===== src/rtl/update_port_arbiter.sv =====
// -----------------------------------------------------------------------------
// update_port_arbiter
//
// Round-robin arbiter sharing the register cache's update (port B) write path
// between several LSTM datapath requesters. At most one requester is granted
// per cycle; the granted beat is registered onto o_update_* one cycle later.
// While a host read is pending, a burst of MAX_BURST grants is followed by one
// forced idle cycle so host readback on port B cannot starve.
//
// The YIELD state is the cycle in which nothing is granted. Because update_*
// is registered, the port B slot it frees appears one cycle later. o_yield is
// registered from the state, so it is high in that same freed cycle, where
// o_update_valid is 0.
//
// Ports:
//   clk             clock
//   rst             synchronous active-high reset
//   i_req_valid     per-requester write request            [N_REQ]
//   i_req_addr      packed addresses, requester i at [i*ADDR_W +: ADDR_W]
//   i_req_data      packed data, requester i at [i*DATA_W +: DATA_W]
//   o_req_ready     one-hot or zero grant; beat accepted on valid && ready
//   i_read_pending  a host AXI read is waiting for port B
//   o_update_valid  registered write strobe to the cache update port
//   o_update_addr   registered update address
//   o_update_data   registered update data
//   o_grant_id      requester index of the beat on o_update_*
//   o_yield         registered; high in the port B cycle freed for the host
// -----------------------------------------------------------------------------
module update_port_arbiter #(
   parameter int N_REQ     = 4,
   parameter int ADDR_W    = 32,
   parameter int DATA_W    = 32,
   parameter int MAX_BURST = 4,
   localparam int GID_W    = (N_REQ > 2) ? $clog2(N_REQ) : 1,
   localparam int CNT_W    = (MAX_BURST > 1) ? $clog2(MAX_BURST + 1) : 1
) (
   input  logic                    clk,
   input  logic                    rst,
   input  logic [N_REQ-1:0]        i_req_valid,
   input  logic [N_REQ*ADDR_W-1:0] i_req_addr,
   input  logic [N_REQ*DATA_W-1:0] i_req_data,
   output logic [N_REQ-1:0]        o_req_ready,
   input  logic                    i_read_pending,
   output logic                    o_update_valid,
   output logic [ADDR_W-1:0]       o_update_addr,
   output logic [DATA_W-1:0]       o_update_data,
   output logic [GID_W-1:0]        o_grant_id,
   output logic                    o_yield
);

   typedef enum logic [0:0] {
      ST_ARB   = 1'b0,
      ST_YIELD = 1'b1
   } state_t;

   state_t            r_state;
   logic [GID_W-1:0]  r_last_grant;
   logic [CNT_W-1:0]  r_burst_cnt;

   logic              w_burst_full;
   logic              w_found;
   logic [GID_W-1:0]  w_grant_idx;

   // (base + off) mod N_REQ for off in 1..N_REQ; one subtraction suffices.
   function automatic logic [GID_W-1:0] rr_index(input logic [GID_W-1:0] base,
                                                  input int off);
      int sum;
      sum = int'(base) + off;
      if (sum >= N_REQ) sum = sum - N_REQ;
      return GID_W'(sum);
   endfunction

   assign w_burst_full = i_read_pending && (r_burst_cnt == CNT_W'(MAX_BURST));

   // Search starts just after the last winner, so the most recent winner has
   // lowest priority on the next pick.
   always_comb begin
      // NOTE: every always_comb output gets a default first so no path leaves
      // it unassigned, which would otherwise infer a latch.
      w_found     = 1'b0;
      w_grant_idx = '0;
      if (r_state == ST_ARB && !w_burst_full) begin
         for (int off = 1; off <= N_REQ; off++) begin
            if (!w_found && i_req_valid[rr_index(r_last_grant, off)]) begin
               w_found     = 1'b1;
               w_grant_idx = rr_index(r_last_grant, off);
            end
         end
      end
   end

   always_comb begin
      o_req_ready = '0;
      if (w_found) o_req_ready[w_grant_idx] = 1'b1;
   end

   // NOTE: all state below is sequential and uses non-blocking assignments so
   // every register samples the pre-edge values of the others.
   always_ff @(posedge clk) begin
      if (rst) begin
         r_state        <= ST_ARB;
         r_last_grant   <= GID_W'(N_REQ - 1);
         r_burst_cnt    <= '0;
         o_update_valid <= 1'b0;
         o_update_addr  <= '0;
         o_update_data  <= '0;
         o_grant_id     <= '0;
         o_yield        <= 1'b0;
      end else begin
         // A ready grant to a valid requester is always an acceptance.
         o_update_valid <= w_found;
         if (w_found) begin
            o_update_addr <= i_req_addr[int'(w_grant_idx)*ADDR_W +: ADDR_W];
            o_update_data <= i_req_data[int'(w_grant_idx)*DATA_W +: DATA_W];
            o_grant_id    <= w_grant_idx;
            r_last_grant  <= w_grant_idx;
         end

         o_yield <= (r_state == ST_YIELD);

         case (r_state)
            ST_ARB: begin
               if (w_burst_full) begin
                  // Counter already full on entry: idle here and yield next.
                  r_state <= ST_YIELD;
               end else if (!i_read_pending) begin
                  r_burst_cnt <= '0;
               end else if (w_found) begin
                  r_burst_cnt <= r_burst_cnt + 1'b1;
                  // The MAX_BURST-th grant moves straight to YIELD, so the
                  // burst is followed by exactly one non-granting cycle.
                  if (r_burst_cnt == CNT_W'(MAX_BURST - 1)) r_state <= ST_YIELD;
               end
            end
            ST_YIELD: begin
               r_state     <= ST_ARB;
               r_burst_cnt <= '0;
            end
            default: r_state <= ST_ARB;
         endcase
      end
   end

endmodule


===== config.mk =====
export PLATFORM = sky130hd
export DESIGN_NAME = update_port_arbiter
export DESIGN_NICKNAME = d
export VERILOG_FILES = /design/src/rtl/update_port_arbiter.sv
export SDC_FILE = /design/constraint.sdc
export NUM_CORES = 1
export LEC_CHECK = 0
export ABC_AREA = 1
export BUFFER_PORTS_ARGS = -buffer_cell sky130_fd_sc_hd__buf_2
export CAP_MARGIN = 30
export CORE_ASPECT_RATIO = 1.75
export CORE_MARGIN = 5
export CORE_UTILIZATION = 25
export CTS_CLUSTER_SIZE = 8
export DETAILED_ROUTE_END_ITERATION = 7
export GPL_TIMING_DRIVEN = 1
export MAX_ROUTING_LAYER = met4
export PLACE_DENSITY = 0.57
export SYNTH_ARGS = -nofsm -noshare
export SYNTH_HDL_FRONTEND = slang
export SYNTH_SLANG_ARGS = --single-unit

===== constraint.sdc =====
create_clock -name clk -period 3.14 [get_ports clk]
set_clock_uncertainty 0.15 [all_clocks]
set_input_delay 0.628 -clock clk [delete_from_list [all_inputs] [get_ports clk]]
set_output_delay 0.628 -clock clk [all_outputs]
set_load 0.03 [all_outputs]

==> results.md, run 1 <==
- Outcome: finished, final reports clean
- WP buf/inv: 3
- Internal power: 4.69 mW
- Sequential Area: 0.00148 mm^2
- Sw Share: 0.576
- Synth unique cells: 22
- NetSw: 6.38 mW
- Critical path arrival: ~2.2 ns
- DP HPWL: 19.2 mm
- Initial core utilization: 0.252
- Setup CP Type: reg2out
- VDD IR max: 2.50 mV
- Busiest grt layer: met2
- Clock power share: 0.105
- # diodes: 0
- DRC viols: 0
- RSZ-0062 raised after global routing: false
- Levels on crit path: 11
- Global Route met2 Usage: 0.305
- IO buf count: ~330
- Max Fclk: 336 MHz
- Routability cong.: between 0.8 and 0.9
- Core ar.: ~0.026 mm^2
- Post-Syn Area per Cell: approximately 5.4 um^2
- Syn_nets: 1,495
- Clock tree sinks: between 70 and 80
- Drt wl/cell: 14.6 um
- Met3 Usage GRT: 0.0227
- Reg clk slew, reported paths: 0.07 ns
- Static Leakage: between 5 and 6 nW
- Max Cap Viol: 0
- Seq pwr share: 0.141
- PD cells: 1260 mW/mm^2
- # H-tree levels: 3
- Initial antenna violation count: 0
- Worst slew pin tran: slightly below 0.7 ns
- Die Y: approximately 230 um
- # IOs: 335
- Delay-heaviest family, CP: simple AND/OR/NAND/NOR gates
- Post-route setup slack: about 0.17 ns
- Met1 usage: 0.202
- Row count: 79
- Clock buffer count from CTS: 9
- GRT Util Overall: 0.176
- Combinational power share: 0.754
- Reg2Reg Launch Point: r_last_grant[0]
- Min-Delay Path Class: reg2reg
- Worst-path cell chain: inv_4 -> nand2_1 -> nand2_1 -> nand2_1 -> nand2_1 -> a21oi_2 -> nand2_4 -> nand3_4 -> inv_1 -> nor3_1 -> buf_2
- Max-slew violations: 0
- Avg Vias per Cell: 4.61
- Worst EP required: 2.36 ns
- Total global routing overflow: 0
- Vias in the first global route: approximately 8,000
- Hold Fails Final Rpt: 0
- Share of cells above drive strength 1: 0.254
- Area Growth Syn to Fin: 31.8%
- DP Worst Slack: 0.313 ns
- Synthesized area: about 0.0066 mm^2
- Die width: ~130 um
- Post-CTS Hold Buffers: 0
- Startpoint types: flop
- Max stage delay on crit path: 0.43 ns
- # nets final: around 1,800
- CP dominant cell by count: nand2_1
- Root buffer cell: clkbuf_16
- Total iterations of the first detailed-routing run: 5
- Hold depth: 1
- R2R Path End: o_update_data[29]
- Initial DRC count: ~430
- Critical path's slowest cell: dfxtp_2
- # fillers: 3,013
- Tcrit/Tclk final: 0.947
- Multi-input combinational cell area: 0.00340 mm^2
- Setup TNS: 0 ns
- Setup repair bufs after CTS: 0
- Yosys warns: 0
- Die area: 0.0301 mm^2
- Register area share after synthesis: 0.223
- First-pass GRT wire length: 41.4 mm
- CP Capture Type: output port
- Worst skew pair latency: 0.36 ns
- DRT Wirelength: ~27 mm
- Worst Path Max Fanout: 11
- Reg-to-reg setup timing slack: 0.58 ns
- Register-to-Register Path Depth: 14
- Relative slew slack: 0.547
- CTS max path bufs: 2
- Largest net degree at the start of global routing: 129
- Critical Path Sink: o_req_ready[0]
- Critical path origin: r_last_grant[0]
- Gate Count Post-Synth: approximately 1,200
- Vias: 8,403
- Number of synthesized register bits: 74
- CTS tree: built
- Endpoints failing setup: 0
- Antenna-violating nets left: 0
- Fin crit period: ~3.0 ns
sequential cells by signal, indices dropped and copies added (netlist names):
name / cells
o_grant_id: 2
o_update_addr: 32
o_update_data: 32
o_update_valid: 1
o_yield: 1
r_burst_cnt: 3
r_last_grant: 2
r_state: 1
power by group through the flow:
stage | combinational, mW | clock (mW) | sequential, mW
detailed placement | 8.38 | 0 | 1.57
finish | 8.34 | 1.16 | 1.56
global placement | 8.32 | 0 | 1.57
global route | 9.39 | 1.24 | 1.60
CTS | 8.40 | 1.22 | 1.56
floorplan | 5.85 | 0 | 2.24
cells in the final DEF, fill, tap and decap left out, types with 2 or more instances in the layout:
| cell | instances |
|---|---|
| nand2_1 | 227 |
| buf_2 | 334 |
| clkbuf_16 | 9 |
| o21ai_0 | 3 |
| nand2_4 | 3 |
| inv_6 | 2 |
| nand4_1 | 129 |
| inv_1 | 335 |
| dfxtp_2 | 2 |
| buf_12 | 8 |
| nand2_2 | 4 |
| buf_4 | 5 |
| ha_1 | 3 |
| nor2_1 | 134 |
| bufinv_16 | 2 |
| nand3_1 | 203 |
| inv_4 | 2 |
| dfxtp_1 | 72 |
| o211ai_1 | 2 |
| inv_2 | 3 |
| a21oi_1 | 5 |
routing by layer:
layer / wire length, um / vias up
met4: 795 / 0
met1: 10700 / 3755
met2: 13700 / 318
li1: - / 4285
met3: 1410 / 45
met5: 0 / -
synth_stat cells:
cell type | number | area share
ha_1 | 3 | 0.0056
nand3_1 | 203 | 0.15
nand3_2 | 2 | 0.0030
nand2_1 | 228 | 0.13
nand3b_1 | 1 | 0.0011
nor2_4 | 1 | 0.0017
nor3_1 | 1 | 0.00075
nand2_2 | 6 | 0.0056
o211ai_1 | 2 | 0.0023
a21oi_1 | 6 | 0.0045
clkbuf_1 | 23 | 0.013
a211oi_1 | 1 | 0.0011
o21ai_0 | 3 | 0.0023
inv_2 | 5 | 0.0028
buf_4 | 13 | 0.015
nand4_1 | 129 | 0.12
buf_6 | 8 | 0.014
dfxtp_1 | 74 | 0.22
buf_1 | 5 | 0.0028
inv_1 | 336 | 0.19
nor2_1 | 134 | 0.076
buf_2 | 45 | 0.034
repair_timing:
item	in CTS	in global routing
gates resized for setup	1	4
pin swaps	0	0
hold endpoints to repair	0	0
endpoints found under the setup margin	1	3
cell families after synthesis:
family | synth area share
buffers and inverters | 0.270
AO/OA/AOI/OAI | 0.0102
flip-flops | 0.223
adder cells (fa/ha/maj) | 0.00565
AND/OR/NAND/NOR | 0.491
how the worst min path moves through the flow:
stage / start / end
6_report: r_state / r_state
5_1_grt: r_state / r_state
4_1_cts: r_state / r_state
3_5_place_dp: r_state / r_state
3_3_place_gp: r_state / r_state
2_1_floorplan: r_state / r_state
through the flow:
step | total power, mW | instance area (um^2) | hold slack, ns | util | std cells
finish | 11.1 | 8760 | 0.286 | 0.332 | 1822
global route | 12.2 | 8760 | 0.323 | 0.332 | 1822
CTS | 11.2 | 8750 | 0.290 | 0.332 | 1822
detailed placement | 9.95 | 8430 | 0.279 | 0.320 | 1806
global placement | 9.89 | 8430 | 0.262 | 0.320 | 1806
floorplan | 8.10 | 6650 | 0.250 | - | 1229
layout make-up:
type	instances	area share
clock buffers	10	0.0261
clock inverters	6	0.0103
inverters	341	0.147
multi-input cells	720	0.388
flip-flops and latches	74	0.169
well taps	324	0.0463
repair buffers	347	0.213
No activity file was read; power rests on OpenSTA's default activity.
==> inputs of run 2 (changes only) <==
- CORE_MARGIN: 5 -> 2
==> results.md, run 2 (synthesis results as in run 1) <==
- Outcome: finished, final reports clean
- DRT Wirelength: 25.4 mm
- CP Capture Type: output port
- Avg Vias per Cell: 4.65
- Clock tree sinks: 74
- Antenna-violating nets left: 0
- Critical path arrival: 2.15 ns
- Largest net degree at the start of global routing: between 100 and 150
- Fin crit period: 2.93 ns
- CTS tree: built
- Combinational power share: 0.768
- Die Y: roughly 220 um
- CTS max path bufs: 2
- Routability cong.: 0.908
- Reg clk slew, reported paths: 0.06 ns
- Post-route setup slack: 0.213 ns
- Initial core utilization: 0.252
- IO buf count: 334
- # fillers: slightly above 3,000
- Row count: 79
- Tcrit/Tclk final: 0.932
- Post-CTS Hold Buffers: 0
- Worst-path cell chain: inv_4 -> nand2_1 -> nand2_1 -> nand2_2 -> nand2_2 -> a21oi_1 -> nand2_4 -> nand3_4 -> inv_1 -> nor3_1 -> clkbuf_4
- Seq pwr share: 0.145
- VDD IR max: 1.24 mV
- DRC viols: 0
- Area Growth Syn to Fin: 30.4%
- Clock power share: 0.087
- Internal power: 4.50 mW
- Max Cap Viol: 0
- Total global routing overflow: 0
- Vias in the first global route: 8,020
- Biggest regs: o_update_addr: 32 flops, o_update_data: 32 flops, r_burst_cnt: 3 flops
- RSZ-0062 raised after global routing: false
- Relative slew slack: 0.471
- # nets final: 1,761
- Max stage delay on crit path: 0.44 ns
- Vias: 8,482
- Initial antenna violation count: 2
- Drt wl/cell: 13.9 um
- DP HPWL: 18.4 mm
- Sw Share: 0.583
- Worst skew pair latency: ~0.34 ns
- Setup TNS: 0 ns
- Worst EP required: between 2 and 2.5 ns
- NetSw: 6.30 mW
- Die width: roughly 130 um
- First-pass GRT wire length: about 40 mm
- Hold Fails Final Rpt: 0
- Core ar.: 0.0264 mm^2
- Static Leakage: 5.84 nW
- Min-Delay Path Class: reg2reg
- Endpoints failing setup: 0
- # H-tree levels: 3
- Worst slew pin tran: roughly 0.79 ns
- GRT Util Overall: 0.183
- Die area: 0.0280 mm^2
- Worst Path Max Fanout: 11
- Setup CP Type: reg2out
- Setup repair bufs after CTS: 0
- Share of cells above drive strength 1: 0.253
- Startpoint types: flop
- Most frequent cells in the layout: 335 x inv_1, 333 x buf_2, 227 x nand2_1
- Max-slew violations: 0
- Critical path's slowest cell: dfxtp_2
- Root buffer cell: clkbuf_16
- Clock buffer count from CTS: 9
- # IOs: 335
- PD cells: 1240 mW/mm^2
- Initial DRC count: 439
- Max Fclk: 342 MHz
- Total iterations of the first detailed-routing run: 7
- DP Worst Slack: 0.347 ns
- Hold Slack: around 0.28 ns
- Commonest non-fill, non-tap cell in the layout: inv_1
run 2: cell types whose count changed in the layout (fill, tap and decap cells not counted), moves of 2 or more:
| cell | delta |
|---|---|
| bufinv_16 | -2 |
| clkinv_2 | +3 |
| buf_12 | -3 |
| buf_4 | +5 |
| diode_2 | +2 |
| inv_6 | -2 |
run 2: worst max-delay path: cells and delay by family (launching register included):
kind	cells	cell delay, ns
flops	1	0.44
buf+inv	3	0.40
simple gates	7	0.75
compound gates	1	0.21
run 2: cell type report:
type / instances / area [um^2] / share of cell area
clock buffers: 11 / 233 / 0.0268
inverters: 341 / 1290 / 0.148
clock inverters: 4 / 20.0 / 0.00231
diodes: 2 / 5.00 / 0.000577
flip-flops and latches: 74 / 1480 / 0.171
multi-input cells: 720 / 3390 / 0.391
well taps: 324 / 405 / 0.0468
repair buffers: 349 / 1850 / 0.213
run 2: path summary, 6_finish.rpt:
path,slack (ns),startpoint,cells past startpoint,end
max reg2reg,0.59,r_last_grant[0],14,o_update_data[15]
min reg2reg,0.28,r_state,1,r_state
min,0.28,r_state,1,r_state
max,0.21,r_last_grant[0],11,o_req_ready[0]
run 2: through the flow:
| stage | utilization | instance area [um^2] | total power, mW | cells |
|---|---|---|---|---|
| final | 0.329 | 8670 | 10.8 | 1825 |
| after global routing | 0.329 | 8670 | 12.0 | 1825 |
| after CTS | 0.328 | 8660 | 10.9 | 1823 |
| after detailed placement | 0.319 | 8410 | 9.92 | 1808 |
| after global placement | 0.319 | 8410 | 9.85 | 1808 |
| after floorplan | - | 6650 | 8.10 | 1229 |
run 2: power by group through the flow:
stage / Combinational (mW) / Sequential [mW] / Clock [mW]
floorplan: 5.85 / 2.24 / 0
global placement: 8.28 / 1.57 / 0
detailed placement: 8.34 / 1.58 / 0
CTS: 8.36 / 1.56 / 0.978
global route: 9.35 / 1.61 / 1.02
finish: 8.29 / 1.57 / 0.937
run 2: routing by layer:
metal  share of wire  vias to the layer above  global-route usage
li1                -                     4280                   -
met3           0.049                       45              0.0233
met1            0.41                     3846               0.208
met2            0.51                      311               0.322
met4           0.031                        0              0.0766
met5               0                        -                   -
run 2: what timing repair did:
item	4_1_cts	5_1_grt
endpoints found under the hold margin	0	0
endpoints found under the setup margin	0	3
gates resized for setup	0	3
==> inputs of run 3 (changes only) <==
- CORE_AREA: unset -> 2 2 130 132
- CORE_ASPECT_RATIO: 1.75 -> unset
- CORE_MARGIN: 2 -> unset
- CORE_UTILIZATION: 25 -> unset
- DIE_AREA: unset -> 0 0 132 134
- PLACE_DENSITY: 0.57 -> 0.81
==> results.md, run 3 (synthesis results as in run 1) <==
- Clock buffer count from CTS: 9
- CTS max path bufs: 2
- Min-Delay Path Class: reg2reg
- Tcrit/Tclk final: 0.926
- Reg-to-reg setup timing slack: about 0.48 ns
- Sequential Area: 0.00148 mm^2
- DP HPWL: ~15 mm
- # fillers: 1,698
- CP Capture Type: output port
- Die Y: 134 um
- Pwr Total: 10.5 mW
- Clock tree sinks: 74
- Most frequent cells in the layout: 335 x inv_1, 333 x buf_2, 227 x nand2_1
- Root buffer cell: clkbuf_16
- Antenna-violating nets left: 0
- Vias: 8,319
- WP buf/inv: 3
- Initial core utilization: 0.408
- Setup repair bufs after CTS: 0
- DP Worst Slack: 0.264 ns
- Reg clk slew, reported paths: 0.06 ns
- Row count: 47
- Total iterations of the first detailed-routing run: 5
- PD cells: 1230 mW/mm^2
- Total global routing overflow: 0
- Post-CTS Hold Buffers: 0
- Die area: about 0.018 mm^2
- Critical Path Sink: o_req_ready[0]
- Hold depth: 1
- Register-to-Register Path Depth: 15
- Reg2Reg Launch Point: r_last_grant[0]
- Worst skew pair latency: 0.33 ns
- Met3 Usage GRT: 0.0363
- Routability cong.: 0.916
- Worst-path cell chain: inv_4 -> nand2_1 -> nand2_1 -> nand2_2 -> nand2_2 -> nor2_1 -> nor2_1 -> nand2_4 -> nand3_4 -> inv_1 -> nor3_2 -> clkbuf_4
- Worst Path Max Fanout: 11
- Outcome: finished, final reports clean
- Levels on crit path: 12
- Setup TNS: 0 ns
- Post-route setup slack: 0.233 ns
- Max Cap Viol: 0
- GRT Util Overall: 0.238
- Area Growth Syn to Fin: 28.5%
- Finished Cell Area: 0.00854 mm^2
- Worst slew pin tran: 0.775 ns
- Critical path arrival: 2.13 ns
- Initial DRC count: roughly 450
- Multi-input combinational cell area: 0.00340 mm^2
- CTS tree: built
- Delay-heaviest family, CP: simple AND/OR/NAND/NOR gates
- # H-tree levels: 3
- Core ar.: 0.0163 mm^2
- VDD IR max: about 1.3 mV
- R2R Path End: o_update_data[15]
- IO buf count: 334
- RSZ-0062 raised after global routing: false
- Endpoints failing setup: 0
- Static Leakage: 5.83 nW
- Drt wl/cell: 12.3 um
- Max Fclk: 344 MHz
- Max-slew violations: 0
- Initial antenna violation count: 1
- Worst Hold Launch: r_state
- First-pass GRT wire length: 34.1 mm
- # IOs: approximately 340
- Met1 usage: 0.286
- Startpoint types: flop
- Global Route met2 Usage: 0.402
- Setup CP Type: reg2out
- Commonest non-fill, non-tap cell in the layout: inv_1
- DRC viols: 0
- Largest net degree at the start of global routing: 129
- Busiest grt layer: met2
- Die width: 132 um
- Max stage delay on crit path: 0.37 ns
- Avg Vias per Cell: 4.84
- Hold Fails Final Rpt: 0
- Vias in the first global route: between 7,000 and 8,000
- Fin crit period: 2.91 ns
- Critical path's slowest cell: dfxtp_2
- DRT Wirelength: about 21 mm
- Critical path origin: r_last_grant[0]
- # nets final: 1,760
- Biggest regs: o_update_addr: 32 flops, o_update_data: 32 flops, r_burst_cnt: 3 flops
- Share of cells above drive strength 1: 0.253
- Relative slew slack: 0.483
- Dpl cell area: 0.00824 mm^2
- Worst EP required: 2.36 ns
## run 3: cell types whose count changed in the layout (fill, tap and decap cells not counted), sizes merged
cell    previous run  this run
buf              348       347
bufinv             0         1
clkinv             4         2
diode              2         1
clkbuf            12        14
## run 3: how the worst min path moves through the flow
| stage | endpoint | slack (ns) |
|---|---|---|
| 5_1_grt | r_state | 0.30 |
| 4_1_cts | r_state | 0.28 |
| 2_1_floorplan | r_state | 0.25 |
| 3_3_place_gp | r_state | 0.26 |
| 6_report | r_state | 0.28 |
| 3_5_place_dp | r_state | 0.27 |
## run 3: metrics by stage
step	instances	hold WS [ns]	utilization
2_1_floorplan	1229	0.250	-
3_3_place_gp	1703	0.264	0.506
3_5_place_dp	1703	0.267	0.506
4_1_cts	1719	0.277	0.523
5_1_grt	1720	0.299	0.524
6_report	1720	0.277	0.524
## run 3: final cells by class
| class | count | share of cell area |
|---|---|---|
| multi-input cells | 720 | 0.398 |
| repair buffers | 348 | 0.213 |
| flip-flops and latches | 74 | 0.174 |
| inverters | 341 | 0.151 |
| well taps | 220 | 0.0322 |
| clock buffers | 13 | 0.0281 |
| clock inverters | 3 | 0.00469 |
| diodes | 1 | 0.000293 |
## run 3: metal layers
metal  up-vias  routed length, um
met4         0                476
li1       4286                  -
met1      3626               8890
met3        41               1450
met5         -                  0
met2       366              10300
## run 3: power by group
group	leakage [nW]	internal (mW)	total, mW	switching, mW
Clock	0.138	0.614	0.991	0.377
Sequential	0.616	1.37	1.56	0.192
Combinational	5.08	2.52	8.00	5.47
Total	5.83	4.50	10.5	6.04
## run 3: timing repair
action | CTS | global route
gates resized for setup | 1 | 4
endpoints found under the setup margin | 1 | 1
hold endpoints to repair | 0 | 0
